<file path="src/rtl/rvfi_imem_pkg.sv">
// Shared types and constants for the RVFI instruction-memory halfword scheduler.
package rvfi_imem_pkg;

    localparam int XLEN_DEF = 32;
    localparam int NRET_DEF = 1;
    localparam int ITEM_MAX = 2 * NRET_DEF;

    typedef struct packed {
        logic [XLEN_DEF-1:0] addr;
        logic [15:0]         data;
    } imem_item_t;

    typedef enum logic [0:0] {
        RUN   = 1'b0,
        FAULT = 1'b1
    } sched_state_e;

    // Each retired instruction yields at most two halfword items.
    function automatic int item_max(input int nret);
        return 2 * nret;
    endfunction

endpackage

</file>
<file path="src/rtl/rvfi_imem_fifo.sv">
// Multi-push (up to MAXPUSH per cycle), single-pop FIFO reporting occupancy and free slots.
module rvfi_imem_fifo #(
    parameter int W       = 48,
    parameter int DEPTH   = 8,
    parameter int MAXPUSH = 2,
    parameter int OCC_W   = $clog2(DEPTH + 1),
    parameter int CNT_W   = $clog2(MAXPUSH + 1)
) (
    input  logic                 clock,
    input  logic                 resetn,
    input  logic [CNT_W-1:0]     push_cnt,
    input  logic [MAXPUSH*W-1:0] push_data,
    input  logic                 pop,
    output logic [W-1:0]         head,
    output logic                 empty,
    output logic [OCC_W-1:0]     occupancy,
    output logic [OCC_W-1:0]     free
);

    localparam int PTR_W = $clog2(DEPTH);

    logic [W-1:0]     mem_r [DEPTH];
    logic [PTR_W-1:0] wr_ptr_r;
    logic [PTR_W-1:0] rd_ptr_r;
    logic [OCC_W-1:0] occ_r;
    logic             pop_s;

    assign pop_s     = pop && (occ_r != '0);
    assign head      = mem_r[rd_ptr_r];
    assign empty     = (occ_r == '0);
    assign occupancy = occ_r;
    assign free      = OCC_W'(DEPTH) - occ_r;

    // Storage: slot i of the push bundle lands at wr_ptr + i (pointers wrap since DEPTH is 2^n).
    always_ff @(posedge clock) begin
        for (int i = 0; i < MAXPUSH; i++) begin
            if (CNT_W'(i) < push_cnt) begin
                mem_r[wr_ptr_r + PTR_W'(i)] <= push_data[i*W +: W];
            end
        end
    end

    // Pointer and fill-level bookkeeping.
    always_ff @(posedge clock or negedge resetn) begin
        if (!resetn) begin
            wr_ptr_r <= '0;
            rd_ptr_r <= '0;
            occ_r    <= '0;
        end else begin
            wr_ptr_r <= wr_ptr_r + PTR_W'(push_cnt);
            rd_ptr_r <= rd_ptr_r + PTR_W'(pop_s);
            occ_r    <= occ_r + OCC_W'(push_cnt) - OCC_W'(pop_s);
        end
    end

endmodule

</file>
<file path="src/rtl/rvfi_imem_sched.sv">
// Serialises RVFI instruction halfwords from all retire channels onto one check port.
// Optional statistics outputs are enabled by defining RVFI_IMEM_SCHED_STATS_EN.
module rvfi_imem_sched #(
    parameter int NRET  = 1,
    parameter int XLEN  = 32,
    parameter int ILEN  = 32,
    parameter int DEPTH = 8
) (
    input  logic                         clock,
    input  logic                         resetn,
    input  logic                         enable,
    input  logic [NRET-1:0]              rvfi_valid,
    input  logic [NRET*XLEN-1:0]         rvfi_pc_rdata,
    input  logic [NRET*ILEN-1:0]         rvfi_insn,
    output logic                         chk_valid,
    input  logic                         chk_ready,
    output logic [XLEN-1:0]              chk_addr,
    output logic [15:0]                  chk_data,
    output logic [$clog2(DEPTH+1)-1:0]   occupancy,
    output logic                         overflow,
    output logic                         idle
`ifdef RVFI_IMEM_SCHED_STATS_EN
    ,
    output logic [31:0]                  stat_items,
    output logic [$clog2(DEPTH+1)-1:0]   stat_peak
`endif
);

    import rvfi_imem_pkg::*;

    localparam int IMAX   = item_max(NRET);
    localparam int W      = XLEN + 16;
    localparam int CNT_W  = $clog2(IMAX + 1);
    localparam int OCC_W  = $clog2(DEPTH + 1);
    localparam int FREE_W = OCC_W + 1;

    sched_state_e      state_r;
    sched_state_e      state_nxt_s;
    logic              overflow_r;
    logic              overflow_nxt_s;
    logic [IMAX*W-1:0] items_s;
    logic [CNT_W-1:0]  n_items_s;
    logic [CNT_W-1:0]  push_cnt_s;
    logic [FREE_W-1:0] free_s;
    logic              pop_s;
    logic              empty_s;
    logic [W-1:0]      head_s;
    logic [OCC_W-1:0]  occ_s;
    logic [OCC_W-1:0]  fifo_free_s;

    // Expand valid retirements into a compacted, ordered list of halfword items.
    always_comb begin
        items_s   = '0;
        n_items_s = '0;
        for (int c = 0; c < NRET; c++) begin
            if (enable && rvfi_valid[c]) begin
                items_s[int'(n_items_s)*W +: W] = {rvfi_pc_rdata[c*XLEN +: XLEN], rvfi_insn[c*ILEN +: 16]};
                n_items_s = n_items_s + CNT_W'(1);
                if (rvfi_insn[c*ILEN +: 2] == 2'b11) begin
                    items_s[int'(n_items_s)*W +: W] = {rvfi_pc_rdata[c*XLEN +: XLEN] + XLEN'(2),
                                                       rvfi_insn[c*ILEN+16 +: 16]};
                    n_items_s = n_items_s + CNT_W'(1);
                end else begin
                    n_items_s = n_items_s;
                end
            end else begin
                n_items_s = n_items_s;
            end
        end
    end

    assign pop_s  = !empty_s && chk_ready;
    assign free_s = {1'b0, fifo_free_s} + FREE_W'(pop_s);

    // All-or-nothing capacity decision; any loss moves to FAULT until reset.
    always_comb begin
        state_nxt_s    = state_r;
        overflow_nxt_s = overflow_r;
        push_cnt_s     = '0;
        case (state_r)
            RUN: begin
                if (int'(n_items_s) <= int'(free_s)) begin
                    push_cnt_s = n_items_s;
                end else begin
                    state_nxt_s    = FAULT;
                    overflow_nxt_s = 1'b1;
                end
            end
            FAULT: begin
                state_nxt_s = FAULT;
            end
            default: begin
                state_nxt_s = FAULT;
            end
        endcase
    end

    // Scheduler state and sticky overflow flag.
    always_ff @(posedge clock or negedge resetn) begin
        if (!resetn) begin
            state_r    <= RUN;
            overflow_r <= 1'b0;
        end else begin
            state_r    <= state_nxt_s;
            overflow_r <= overflow_nxt_s;
        end
    end

    rvfi_imem_fifo #(
        .W       (W),
        .DEPTH   (DEPTH),
        .MAXPUSH (IMAX),
        .OCC_W   (OCC_W),
        .CNT_W   (CNT_W)
    ) u_fifo (
        .clock     (clock),
        .resetn    (resetn),
        .push_cnt  (push_cnt_s),
        .push_data (items_s),
        .pop       (pop_s),
        .head      (head_s),
        .empty     (empty_s),
        .occupancy (occ_s),
        .free      (fifo_free_s)
    );

    // Head fields are forced to zero when empty so reset values are deterministic.
    assign chk_valid = !empty_s;
    assign chk_addr  = empty_s ? '0 : head_s[W-1:16];
    assign chk_data  = empty_s ? 16'h0000 : head_s[15:0];
    assign occupancy = occ_s;
    assign overflow  = overflow_r;
    assign idle      = empty_s && (state_r == RUN);

`ifdef RVFI_IMEM_SCHED_STATS_EN
    logic [31:0]      stat_items_r;
    logic [OCC_W-1:0] stat_peak_r;
    logic [OCC_W-1:0] occ_nxt_s;

    assign occ_nxt_s  = occ_s + OCC_W'(push_cnt_s) - OCC_W'(pop_s);
    assign stat_items = stat_items_r;
    assign stat_peak  = stat_peak_r;

    // Saturating pop counter and high-water mark of the fill level.
    always_ff @(posedge clock or negedge resetn) begin
        if (!resetn) begin
            stat_items_r <= 32'h0000_0000;
            stat_peak_r  <= '0;
        end else begin
            if (pop_s && (stat_items_r != 32'hFFFF_FFFF)) begin
                stat_items_r <= stat_items_r + 32'd1;
            end
            if (occ_nxt_s > stat_peak_r) begin
                stat_peak_r <= occ_nxt_s;
            end
        end
    end
`endif

endmodule
</file>
<file path="config.mk">
export PLATFORM = sky130hd
export DESIGN_NAME = rvfi_imem_sched
export DESIGN_NICKNAME = d
export VERILOG_FILES = /design/src/rtl/rvfi_imem_pkg.sv /design/src/rtl/rvfi_imem_fifo.sv /design/src/rtl/rvfi_imem_sched.sv
export SDC_FILE = /design/constraint.sdc
export NUM_CORES = 1
export LEC_CHECK = 0
export ABC_AREA = 0
export ABC_CLOCK_PERIOD_IN_PS = 7800
export CORE_MARGIN = 4
export CORE_UTILIZATION = 45
export CTS_BUF_LIST = sky130_fd_sc_hd__clkbuf_8
export DETAILED_ROUTE_END_ITERATION = 8
export HOLD_SLACK_MARGIN = 0.1
export PLACE_DENSITY = 0.71
export SLEW_MARGIN = 25
export SYNTH_ARGS = -nofsm -noshare
export SYNTH_HDL_FRONTEND = slang
export SYNTH_HIERARCHICAL = 1
export SYNTH_SLANG_ARGS = --single-unit
</file>
<file path="constraint.sdc">
create_clock -name clock -period 7.8 [get_ports clock]
set_clock_uncertainty 0.2 [all_clocks]
set_input_delay 0.78 -clock clock [delete_from_list [all_inputs] [get_ports clock]]
set_output_delay 0.78 -clock clock [all_outputs]
set_load 0.1 [all_outputs]
</file>
==> impl_metrics.ini, run 1 <==
[synthesis]
seq_area_frac_synth_pct = 55.2
synth-seq-cells = 396
syn_inst = 1347
ys_types = 44
synth-simple-area-share_pct = 5.88
synth.top_cell.area_share_pct = 53.8
synth_area_sq_mm = 0.0214
synth-xor-area-share_pct = 0.846
yosys.cell_count.top_type = mux2_2
synthTopCellsByArea = edfxtp_1 (54%), mux2_2 (23%), mux4_2 (10%), and3_1 (1.8%), nor2b_1 (1.5%)
synth_compound_area_share_pct = 1.38
async_reset_ff_share_pct = 3.03
synth.area.mux_share_pct = 32.8
avgSynthCellArea_sq_um = 15.9
synth_edf_count = 384
synthAdderAreaFrac_pct = 1.12
yosys_warnings = 6
synth_nets = 1434
synth_top_family_by_area = multiplexers
yosys-top-cells-count = mux2_2 (430), edfxtp_1 (384), mux4_2 (96), and3_1 (61), nor2b_1 (51)
yosysTopAreaCell = edfxtp_1
ys.flop_type = edfxtp_1

[clock_network]
htreeDepth = 3
clockBufferDepth = 3
tritoncts = yes
clk_latency_ns = 0.59
cts_setup_buffers = 0
clock_sinks = 396
numCtsBuffers = 67
hold_buffers = 0
root_buffer = clkbuf_8
clk_pin_slew_ns = 0.06
ctsResizeCount = 0

[route]
ant_nets = 0
drt_pass1_iterations = 5
drtIter0Drc = 1472
avgViaCountPerCell = 6.06
via_count = 12930
wire_per_inst_um = 27.0
drc = 0
wirelength_mm = 57.5

[global_routing]
globalRouteTotalUtil_pct = 22.3
grt_pass1_vias = 13487
antenna_found_initial = 2
grt_max_degree = 56
grt_pass1_wl_mm = 85.5
grt_overflow_total = 0

[floorplan]
coreArea_sq_mm = 0.0469
die_h_um = 226
start_util_pct = 45.8
io_pins = 124
die_area_sq_mm = 0.0512
die_w_um = 226
rows = 79

[sta]
period_minus_slack_ns = 5.49
slew_headroom_pct = 27.7
setup_viol = 0
final.setup.tns_ns = 0
rsz0062_at_grt = false
finalCritPeriodShare_pct = 70.4
drv_slew = 0
hold_viol_final = 0
fin_ws_ns = 2.31
fmax_ghz = 0.182
tightest_slew_ns = 1.08

[placed_design]
dpl.hpwl_mm = 31.7
post-place-ws_ns = 1.80
gp_congestion = 0.760
portBuffers = 123

[setup_path]
path_cells = inv_1 > ha_1 > and2_2 > nor2b_1 > ha_1 > ha_1 > inv_1 > ha_1 > nor2b_1 > o21ai_0 > o21bai_1 > nor2_1 > nand3_1 > nor2_4 > buf_4 > mux2_2
critPathRequiredTime_ns = 7.93
worstPathBufferInverterCount = 3
arrival_ns = 5.62
critPathTopFamily = simple AND/OR/NAND/NOR gates
slowest_delay_ns = 0.74
worstSetupEndpointType = flop
timing.critical_path.fanout_max = 31
crit_top_cell = ha_1
criticalPathCategory = reg -> reg
cpMaxStageDelayCell = nor2_4
cp-start-kind = flop

[layout]
syn_to_final_growth_pct = 14.6
final_nets = 1563
final_layout_size_suffix_gt1_share_pct = 43.7

[pwr]
ir_drop_uv = 233
p_per_area_mw_per_mm2 = 332
power.total_mw = 8.17
p_leak_nw = 8.75

[hold_path]
hp-class = in -> async

[outcome]
status = finished, final reports clean

[run]
max_cap_viol_count = 0
kinds of logic after synthesis:
family / after synthesis
muxes: 529
DFF: 396
and+or+nand+nor: 218
buffers and inverters: 116
AOI/OAI and AO/OA: 51
xor gates and xnor gates: 19
adders and majority gates: 18
metal layers:
layer | track usage [%] | routed length [um] | vias up
li1 | - | - | 5600
met1 | 32.4 | 25000 | 6741
met2 | 36.0 | 27300 | 511
met3 | 3.52 | 4180 | 78
met4 | 5.26 | 976 | 0
met5 | 0 | 0 | -
placed cells by master, fill, tap and decap left out, types with 5 or more instances in the layout:
cell             count
ha_1                16
nand3_1             11
mux2_2             430
xnor2_1             12
clkinv_2             9
edfxtp_1           384
o31ai_1              6
xor2_1               5
buf_4               25
and3_1              61
nor2_1              24
inv_1               42
dfrtp_1              9
mux4_2              96
or4_1                6
nand4_1              6
a21oi_1             20
clkdlybuf4s50_1    121
nor2b_1             51
clkinv_1            15
or3_1               12
nor3_1               6
clkbuf_8            73
nand2_1             19
o21ai_0             12
worst paths after layout:
| kind | from | endpoint | slack [ns] | depth (start not counted) |
|---|---|---|---|---|
| worst max-delay path | u_fifo/occupancy[3] | u_fifo/mem_r[2][2] | 2.31 | 16 |
| worst min-delay path | resetn | overflow | 0.37 | 1 |
| worst max register to register | u_fifo/occupancy[3] | u_fifo/mem_r[2][2] | 2.31 | 16 |
| worst min register to register | overflow | overflow | 0.38 | 2 |
| max in group asynchronous | resetn | u_fifo/rd_ptr_r[2] | 6.57 | 1 |
| min in group clock | overflow | overflow | 0.38 | 2 |
sequential cells by signal, indices dropped and copies added, names as in the netlist:
register,count
state_r,1
overflow,1
u_fifo/mem_r,384
u_fifo/rd_ptr_r,3
u_fifo/occupancy,4
u_fifo/wr_ptr_r,3
where the power goes:
group	internal (mW)	switching, mW
Sequential	2.39	0.148
Clock	0.859	0.827
Combinational	1.29	2.65
Total	4.54	3.63
worst register-to-register path, cell delays in order (launching register included):
cell	delay, ns
dfrtp_1	0.46
inv_1	0.11
ha_1	0.19
and2_2	0.19
nor2b_1	0.16
ha_1	0.19
ha_1	0.24
inv_1	0.10
ha_1	0.25
nor2b_1	0.13
o21ai_0	0.24
o21bai_1	0.15
nor2_1	0.36
nand3_1	0.39
nor2_4	0.74
buf_4	0.63
mux2_2	0.48
through the flow:
| stage | instances | utilization (%) | hold WS, ns | area [sq um] |
|---|---|---|---|---|
| after floorplan | 1347 | - | 0.248 | 21400 |
| after global placement | 2011 | 49.7 | 0.352 | 23300 |
| after detailed placement | 2013 | 49.9 | 0.340 | 23400 |
| after CTS | 2130 | 52.4 | 0.351 | 24500 |
| after global routing | 2131 | 52.4 | 0.373 | 24600 |
| final | 2132 | 52.4 | 0.371 | 24600 |
area by class of cell:
type / count / area, sq um
antenna: 1 / 2.50
clock buffer: 73 / 1000
clock inverter: 44 / 181
fill: 3853 / 22300
inverter: 23 / 86.3
multi-input combinational: 835 / 9170
sequential: 396 / 11800
tap: 607 / 759
timing repair buffer: 153 / 1520
Note: power is estimated with default switching activity, not from simulation.
==> run 2: changes to the inputs <==
--- a/config.mk
+++ b/config.mk
@@ -6,13 +6,13 @@
 export NUM_CORES = 1
 export LEC_CHECK = 0
 export ABC_AREA = 0
-export ABC_CLOCK_PERIOD_IN_PS = 7800
+export ABC_CLOCK_PERIOD_IN_PS = 5000
 export CORE_MARGIN = 4
 export CORE_UTILIZATION = 45
 export CTS_BUF_LIST = sky130_fd_sc_hd__clkbuf_8
 export DETAILED_ROUTE_END_ITERATION = 8
 export HOLD_SLACK_MARGIN = 0.1
-export PLACE_DENSITY = 0.71
+export PLACE_DENSITY = 0.73
 export SLEW_MARGIN = 25
 export SYNTH_ARGS = -nofsm -noshare
 export SYNTH_HDL_FRONTEND = slang
==> constraint.sdc (replaced) <==
create_clock -name clock -period 5 [get_ports clock]
set_clock_uncertainty 0.2 [all_clocks]
set_input_delay 0.5 -clock clock [delete_from_list [all_inputs] [get_ports clock]]
set_output_delay 0.5 -clock clock [all_outputs]
set_load 0.1 [all_outputs]
==> run 2 against run 1 <==
Net effect: total power is 57% higher; global-route usage is 0.37 points higher; first-iteration DRC count is 18% lower; setup slack worse by 1.9 ns; combinational power is 53% higher.
==> impl_metrics.ini, run 2 (synthesis results as in run 1) <==
[layout]
final_nets = 1586
diodes = 0
top_register = u_fifo/mem_r
final_cell_mix = mux2_2 (430), edfxtp_1 (384), mux4_2 (96)
largest_reg_flops = 384
syn_to_final_growth_pct = 15.9
postLayoutCellArea_sq_mm = 0.0248
layout.cells.non_filler = 2160
final_layout_size_suffix_gt1_share_pct = 46.2
final_common_cell = mux2_2

[setup_path]
critPathRequiredTime_ns = 5.03
worstSetupEndpointType = flop
criticalPathCategory = reg -> reg
arrival_ns = 4.64
timing.critical_path.fanout_max = 29
cp-start-kind = flop

[clock_network]
root_buffer = clkbuf_8
numCtsBuffers = 69
clockBufferDepth = 3
hold_buffers = 1
htreeDepth = 3
cts_setup_buffers = 0
clk_latency_ns = 0.60
ctsResizeCount = 0
clock_sinks = 396
tritoncts = yes
clk_pin_slew_ns = 0.06

[hold_path]
hp-class = reg -> reg

[sta]
period_minus_slack_ns = 4.61
hold_viol_final = 0
setup_viol = 0
fin_ws_ns = 0.393
drv_slew = 0
fmax_ghz = 0.217
finalCritPeriodShare_pct = 92.1
final.setup.tns_ns = 0
rsz0062_at_grt = false
slew_headroom_pct = 32.0
tightest_slew_ns = 1.02

[route]
wirelength_mm = 58.3
via_count = 13035
drc = 0
drt_pass1_iterations = 5
drtIter0Drc = 1213
wl_met1_mm = 24.2
wl_met2_mm = 28.4
wl_met3_mm = 4.45
wire_per_inst_um = 27.0
avgViaCountPerCell = 6.03
highest_layer = met4
ant_nets = 0

[floorplan]
die_w_um = 226
die_area_sq_mm = 0.0512
die_h_um = 226
start_util_pct = 45.8
io_pins = 124
coreArea_sq_mm = 0.0469
rows = 79

[pwr]
p_leak_nw = 8.95
p_per_area_mw_per_mm2 = 515
ir_drop_uv = 646

[global_routing]
grt_pass1_vias = 13598
antenna_found_initial = 0
grt_pass1_wl_mm = 86.9
grt_overflow_total = 0
grt_max_degree = 50
globalRouteTotalUtil_pct = 22.7

[placed_design]
gp_congestion = 0.801
dp.cells = 2034
dpl.hpwl_mm = 34.5
portBuffers = 123
post-place-ws_ns = 0.337
place_area_sq_mm = 0.0236

[outcome]
status = finished, final reports clean

[run]
max_cap_viol_count = 0
[run 2: changes by cell type in the layout (fill, tap and decap cells not counted), moves of 2 or more]
cell	change
clkinv_2	-4
clkinvlp_4	+2
dfrtp_2	+2
clkdlybuf4s50_1	-27
buf_12	+13
inv_1	+9
buf_16	-2
buf_4	+35
dfrtp_1	-3
[run 2: worst max-delay path, stage by stage, from the launching register on]
cell      delay, ns
dfrtp_4        0.48
inv_1          0.09
ha_1           0.18
and2_2         0.16
nor2b_1        0.06
ha_1           0.19
ha_1           0.29
inv_1          0.04
ha_1           0.30
nor2b_1        0.13
o21ai_0        0.24
o21bai_1       0.15
nor2_2         0.28
nor3b_1        0.40
nand2_2        0.38
o21ai_4        0.17
buf_4          0.48
[run 2: through the flow]
| step | hold slack [ns] | utilization [%] | total power, mW |
|---|---|---|---|
| 6_report | 0.320 | 53.0 | 12.8 |
| 5_1_grt | 0.335 | 53.0 | 13.3 |
| 4_1_cts | 0.328 | 53.0 | 12.9 |
| 3_5_place_dp | 0.315 | 50.4 | 10.2 |
| 3_3_place_gp | 0.305 | 50.4 | 10.1 |
| 2_1_floorplan | 0.00441 | - | 8.71 |
[run 2: path summary, 6_finish.rpt]
| check | start | end | slack, ns | cells after the start |
|---|---|---|---|---|
| setup / recovery | u_fifo/occupancy[1] | u_fifo/mem_r[5][11] | 0.39 | 16 |
| hold / removal | overflow | overflow | 0.32 | 2 |
| setup reg to reg | u_fifo/occupancy[1] | u_fifo/mem_r[5][11] | 0.39 | 16 |
| hold reg to reg | overflow | overflow | 0.32 | 2 |
| max in group asynchronous | resetn | u_fifo/occupancy[1] | 3.48 | 2 |
| min in group asynchronous | resetn | overflow | 0.63 | 2 |
[run 2: where the power goes]
group	leakage [nW]	switching [mW]	internal, mW	total (mW)
clock network	0.733	1.33	1.39	2.72
logic	4.56	4.08	1.96	6.04
registers	3.66	0.304	3.73	4.03
total	8.95	5.72	7.08	12.8
[run 2: metal layers]
| metal | vias to the layer above | track usage (%) |
|---|---|---|
| li1 | 5673 | - |
| met1 | 6752 | 30.8 |
| met2 | 527 | 37.4 |
| met3 | 83 | 5.05 |
| met4 | 0 | 6.34 |
| met5 | - | 0 |
[run 2: final cells by class]
cell class | instances | area (sq um)
Inverter | 23 | 86.3
Fill cell | 3900 | 22000
Clock buffer | 72 | 991
Tap cell | 607 | 759
Clock inverter | 53 | 249
Timing Repair Buffer | 174 | 1740
Multi-Input combinational cell | 835 | 9180
Sequential cell | 396 | 11800
